[config.mk]
export PLATFORM = sky130hd
export DESIGN_NAME = l1_l2_arbiter
export DESIGN_NICKNAME = d
export VERILOG_FILES = /design/src/rtl/l1_l2_pkg.sv /design/src/rtl/rr_pick.sv /design/src/rtl/l1_l2_arbiter.sv
export SDC_FILE = /design/constraint.sdc
export NUM_CORES = 1
export LEC_CHECK = 0
export ABC_AREA = 0
export BUFFER_PORTS_ARGS = -buffer_cell sky130_fd_sc_hd__buf_2
export CORE_ASPECT_RATIO = 2
export CORE_MARGIN = 10
export CORE_UTILIZATION = 45
export CTS_BUF_LIST = sky130_fd_sc_hd__clkbuf_16
export CTS_CLUSTER_SIZE = 10
export DETAILED_ROUTE_END_ITERATION = 10
export PLACE_DENSITY = 0.84
export SKIP_LAST_GASP = 1
export SLEW_MARGIN = 25
export SYNTH_ARGS = -nofsm -noshare
export SYNTH_HDL_FRONTEND = slang
export SYNTH_SLANG_ARGS = --single-unit
export TNS_END_PERCENT = 30
[constraint.sdc]
create_clock -name clk -period 3.2 [get_ports clk]
set_input_delay 0.64 -clock clk [delete_from_list [all_inputs] [get_ports clk]]
set_output_delay 0.64 -clock clk [all_outputs]
set_load 0.1 [all_outputs]
[src/rtl/l1_l2_pkg.sv]
// Shared definitions for the L1-to-L2 request path.
//   state_t     : arbiter FSM states
//   op_t        : L2 operation selected for a granted requester
//   DEF_INDEX_W : default cache index width shared with the cache modules
//   DEF_TAG_W   : default tag width shared with the cache modules
package l1_l2_pkg;

    typedef enum logic {
        IDLE,
        BUSY
    } state_t;

    typedef enum logic {
        OP_READ,
        OP_WRITE
    } op_t;

    localparam int DEF_INDEX_W = 4;
    localparam int DEF_TAG_W   = 22;

endpackage

[src/rtl/rr_pick.sv]
// Combinational winner picker, shared by the L1->L2 and L2->memory arbiters.
//   active    in  N     request vector
//   ptr       in  ID_W  first index to consider when rr_mode is set
//   rr_mode   in  1     0 = lowest active index wins, 1 = search from ptr with wrap
//   winner_oh out N     one-hot winner (all zero when nothing is active)
//   winner_id out ID_W  binary winner
//   valid     out 1     at least one requester active
module rr_pick #(
    parameter int   N    = 2,
    localparam int  ID_W = (N > 1) ? $clog2(N) : 1
) (
    input  logic [N-1:0]    active,
    input  logic [ID_W-1:0] ptr,
    input  logic            rr_mode,
    output logic [N-1:0]    winner_oh,
    output logic [ID_W-1:0] winner_id,
    output logic            valid
);

    always_comb begin
        int unsigned start;
        int unsigned idx;
        winner_oh = '0;
        winner_id = '0;
        valid     = |active;
        start     = '0;
        if (rr_mode) begin
            start = {{(32-ID_W){1'b0}}, ptr};
        end
        // Walk the search order backwards so the last hit is the one
        // closest to the start position.
        for (int unsigned off = N; off > 0; off--) begin
            idx = (start + off - 1) % N;
            if (active[idx]) begin
                winner_oh      = '0;
                winner_oh[idx] = 1'b1;
                winner_id      = ID_W'(idx);
            end
        end
    end

endmodule

[src/rtl/l1_l2_arbiter.sv]
// Registered arbiter between NUM_REQ L1 caches and the shared L2 request port.
// The grant is locked for the whole L2 transaction, so op/index/tag stay
// stable until L2 signals completion.
//   clk, nrst            clock, asynchronous active-low reset
//   read_req, write_req  per-requester read / write-back requests
//   rd_index, rd_tag     per-requester read address (requester k at slice k)
//   wr_index, wr_tag     per-requester write-back address
//   ready_L2_L1          L2 completion strobe
//   ready_L2_req         completion strobe routed to the granted requester
//   read_L1_L2, write_L1_L2, index_L1_L2, tag_L1_L2  registered L2 request
//   grant_id             currently / last granted requester
//   busy                 transaction in flight
module l1_l2_arbiter
    import l1_l2_pkg::*;
#(
    parameter int  NUM_REQ = 2,
    parameter int  INDEX_W = DEF_INDEX_W,
    parameter int  TAG_W   = DEF_TAG_W,
    parameter int  RR_MODE = 0,
    localparam int ID_W    = $clog2(NUM_REQ)
) (
    input  logic                       clk,
    input  logic                       nrst,
    input  logic [NUM_REQ-1:0]         read_req,
    input  logic [NUM_REQ-1:0]         write_req,
    input  logic [NUM_REQ*INDEX_W-1:0] rd_index,
    input  logic [NUM_REQ*TAG_W-1:0]   rd_tag,
    input  logic [NUM_REQ*INDEX_W-1:0] wr_index,
    input  logic [NUM_REQ*TAG_W-1:0]   wr_tag,
    input  logic                       ready_L2_L1,
    output logic [NUM_REQ-1:0]         ready_L2_req,
    output logic                       read_L1_L2,
    output logic                       write_L1_L2,
    output logic [INDEX_W-1:0]         index_L1_L2,
    output logic [TAG_W-1:0]           tag_L1_L2,
    output logic [ID_W-1:0]            grant_id,
    output logic                       busy
);

    state_t             state_q, state_n;
    logic               read_q, read_n;
    logic               write_q, write_n;
    logic [INDEX_W-1:0] index_q, index_n;
    logic [TAG_W-1:0]   tag_q, tag_n;
    logic [ID_W-1:0]    grant_q, grant_n;
    logic [ID_W-1:0]    ptr_q, ptr_n;

    logic [NUM_REQ-1:0] active;
    logic [NUM_REQ-1:0] win_oh;
    logic [ID_W-1:0]    win_id;
    logic               win_valid;

    op_t                op_sel;
    logic [INDEX_W-1:0] index_sel;
    logic [TAG_W-1:0]   tag_sel;

    assign active = read_req | write_req;

    rr_pick #(
        .N (NUM_REQ)
    ) u_pick (
        .active    (active),
        .ptr       (ptr_q),
        .rr_mode   (RR_MODE != 0),
        .winner_oh (win_oh),
        .winner_id (win_id),
        .valid     (win_valid)
    );

    // Winner's op and address; read has priority over write within a requester.
    always_comb begin
        op_sel    = OP_READ;
        index_sel = '0;
        tag_sel   = '0;
        for (int unsigned k = 0; k < NUM_REQ; k++) begin
            if (win_oh[k]) begin
                if (read_req[k]) begin
                    op_sel    = OP_READ;
                    index_sel = rd_index[k*INDEX_W +: INDEX_W];
                    tag_sel   = rd_tag[k*TAG_W +: TAG_W];
                end else begin
                    op_sel    = OP_WRITE;
                    index_sel = wr_index[k*INDEX_W +: INDEX_W];
                    tag_sel   = wr_tag[k*TAG_W +: TAG_W];
                end
            end
        end
    end

    always_ff @(posedge clk or negedge nrst) begin
        if (!nrst) begin
            state_q <= IDLE;
            read_q  <= 1'b0;
            write_q <= 1'b0;
            index_q <= '0;
            tag_q   <= '0;
            grant_q <= '0;
            ptr_q   <= '0;
        end else begin
            state_q <= state_n;
            read_q  <= read_n;
            write_q <= write_n;
            index_q <= index_n;
            tag_q   <= tag_n;
            grant_q <= grant_n;
            ptr_q   <= ptr_n;
        end
    end

    always_comb begin
        state_n      = state_q;
        read_n       = read_q;
        write_n      = write_q;
        index_n      = index_q;
        tag_n        = tag_q;
        grant_n      = grant_q;
        ptr_n        = ptr_q;
        ready_L2_req = '0;
        case (state_q)
            IDLE: begin
                if (win_valid) begin
                    state_n = BUSY;
                    grant_n = win_id;
                    read_n  = (op_sel == OP_READ);
                    write_n = (op_sel == OP_WRITE);
                    index_n = index_sel;
                    tag_n   = tag_sel;
                end
            end
            BUSY: begin
                for (int unsigned k = 0; k < NUM_REQ; k++) begin
                    ready_L2_req[k] = ready_L2_L1 && (grant_q == ID_W'(k));
                end
                if (ready_L2_L1) begin
                    state_n = IDLE;
                    read_n  = 1'b0;
                    write_n = 1'b0;
                    index_n = '0;
                    tag_n   = '0;
                    if (RR_MODE != 0) begin
                        ptr_n = (grant_q == ID_W'(NUM_REQ - 1)) ? '0 : grant_q + 1'b1;
                    end
                end
            end
            default: state_n = IDLE;
        endcase
    end

    assign read_L1_L2  = read_q;
    assign write_L1_L2 = write_q;
    assign index_L1_L2 = index_q;
    assign tag_L1_L2   = tag_q;
    assign grant_id    = grant_q;
    assign busy        = (state_q == BUSY);

endmodule

==> metrics.txt <==
postcts setup bufs=0; Worst Setup SP=busy; CTS max path bufs=2; final std cells w/o fill=415; Mapped Cells=231; top-area cell type share of the netlist area=34.3%; Diodes inserted=0; die width=69.3 um; critical path depth in cells=3; sw frac=43.8%; r2r worst-path depth=2; Buf+Inv Stages, Crit Path=1; worst-margin pin slew=0.686 ns; total global routing track utilization=18.4%; skew final=0.00347 ns; Sequential Power Share=29.4%; Slowest Stage Delay on Critical Path=0.59 ns; drt drc=0; vias in the first global route=2619; RSZ-0062 raised after global routing=no; post-synthesis sequential area ratio=34.3%; max_cap viols=0; top area cells in the synthesized netlist=dfrtp_1, mux2i_1, a32o_1; global-route wire length before repair=12.7 mm; commonest non-fill, non-tap cell in the layout=buf_2; Pre-Repair DR Iteration Count=4; # port buffers=142; worst vdd ir=0.000407 V; Leakage Power=0.00155 uW; RR Startpoint=busy; Final Util=64.1%; Worst Hold Class=input pin to asynchronous set/reset pin; Placed Area=0.00284 mm2; GRT overflow=0; NetSw=670 uW; final wirelength=7.93 mm; crit-path max FO=11; Syn Nets=342; critical path cell sequence=nand2_1, nor2_2, buf_2; TritonCTS clock tree=built; min Tclk post-route=2.20 ns; Pint=861 uW; Fin Setup TNS=0 ns; FF-to-FF End=tag_L1_L2[18]; WS Path Type=flop to primary output; final period utilization=68.7%; CTS resizes=0; fmax=455 MHz; nature of the critical path startpoint=flop; Critical Path End Type=primary output; Area Growth Syn to Fin=35.9%; Comb pwr share=42.9%; Syn Area/Cell=9.48 um2; Reg2Reg Setup Slack=1.74 ns; routed vias/inst=5.71; slowest stage cell, crit path=dfrtp_1; Unique masters post-synth=27; clock power share=27.8%; initial DRC count=142; Nets=471; Final ANT Viol Nets=0; design area=0.00298 mm2; clk root buf=clkbuf_16; # IOs=143; share of cells above drive strength 1=44.4%; Critical Path RT=2.56 ns; # hold bufs at CTS=0; Hold Vio Cnt, Final=0; CP top delay family=flip-flops; Die Ht=119 um; initial antenna violation count=0; Placer Congestion=0.808; DIE AREA=0.00823 mm2; Final setup viols=0; Placed Instances=408; PD cells=515 mW/mm2; Synth Register Bits=30; TritonCTS buffer count=5; H-tree depth=2; yosys warns=0; clock slew at reported path FFs=0.05 ns; WL per Instance=19.1 um; Final Slew Violations=0; clock sinks=30; Skew-Pair Late Insertion Delay=0.27 ns; capture point of the worst path=ready_L2_req[0]; crit path DAT=1.56 ns; top cell type by total area after synthesis=dfrtp_1; core area=0.00464 mm2; largest net degree at the start of global routing=40; Initial Util=47.2%; status=completed; Max transition margin=54.3%; Rows=35; Via Count=2371; Post-Syn Area=0.00219 mm2; most frequent cells in the layout=buf_2, dfrtp_1, nand2_1; Detail Placement HPWL=6.23 mm
metrics by stage:
stage | total power, uW | hold WS (ns) | setup slack [ns]
after floorplan | 956 | 0.344 | 0.331
after global placement | 1100 | 0.469 | 0.806
after detailed placement | 1120 | 0.476 | 0.747
after CTS | 1540 | 0.444 | 1.02
after global routing | 1590 | 0.469 | 0.876
final | 1530 | 0.413 | 1.00
routing by layer:
metal / vias to the layer above / part of all wire [%] / GRT usage [%]
met5: - / 0 / 0
met4: 0 / 3.4 / 8.35
met3: 21 / 6.3 / 5.03
met2: 100 / 56 / 34.2
met1: 1122 / 34 / 18.0
li1: 1128 / - / -
how the worst min path moves through the flow:
stage | start | end | slack [ns] | depth (start not counted)
5_1_grt | nrst | tag_L1_L2[1] | 0.47 | 1
3_5_place_dp | tag_L1_L2[8] | tag_L1_L2[8] | 0.48 | 1
3_3_place_gp | index_L1_L2[3] | index_L1_L2[3] | 0.47 | 1
6_report | nrst | tag_L1_L2[1] | 0.41 | 1
2_1_floorplan | nrst | busy | 0.34 | 0
4_1_cts | nrst | tag_L1_L2[1] | 0.44 | 1
state kept, by name, summed over array words and instances, names as in the netlist:
name and cells:
busy 1, grant_id 1, index_L1_L2 4, read_L1_L2 1, tag_L1_L2 22, write_L1_L2 1
worst reg2reg max path, cell delays in order (launching register included):
cell     delay [ns]
dfrtp_1        0.59
mux2_4         0.48
a32o_2         0.27
layout make-up:
class	count	area [um2]
Fill cell	425	1670
Inverter	3	11.3
Timing Repair Buffer	146	741
Sequential cell	30	751
Tap cell	55	68.8
Clock buffer	5	125
Multi-Input combinational cell	174	1270
Clock inverter	2	7.51
cells by family (layout without fill, tap and decap cells):
kind of cell,count (synthesis),after routing,synth area share (%)
AOI/OAI and AO/OA,59,59,23.3
buffers and inverters,27,156,8.00
DFF,30,30,34.3
muxes,28,28,13.0
and+or+nand+nor,87,87,21.4
power groups by stage:
stage / logic (uW) / registers, uW / clock network (uW)
global placement: 651 / 454 / 0
CTS: 661 / 449 / 431
floorplan: 188 / 768 / 0
detailed placement: 660 / 455 / 0
finish: 656 / 449 / 425
global route: 690 / 455 / 446
synthesized netlist by cell type:
| master | instances |
|---|---|
| dfrtp_1 | 30 |
| nand2_1 | 28 |
| mux2i_1 | 27 |
| nand3_1 | 26 |
| nor2b_1 | 26 |
| o31ai_1 | 26 |
| a32o_1 | 24 |
| buf_2 | 11 |
| clkbuf_1 | 5 |
| buf_6 | 4 |
| inv_1 | 3 |
| a21oi_1 | 2 |
| a32o_2 | 2 |
| buf_4 | 2 |
| buf_8 | 2 |
| o21ai_0 | 2 |
| and3_1 | 1 |
| mux2_4 | 1 |
| nor2_1 | 1 |
| nor2_2 | 1 |
| nor2_4 | 1 |
| nor3_4 | 1 |
| nor4_4 | 1 |
| o211ai_1 | 1 |
| o2bb2ai_2 | 1 |
| o41ai_1 | 1 |
| or2_1 | 1 |
Note: power is estimated with default switching activity, not from simulation.
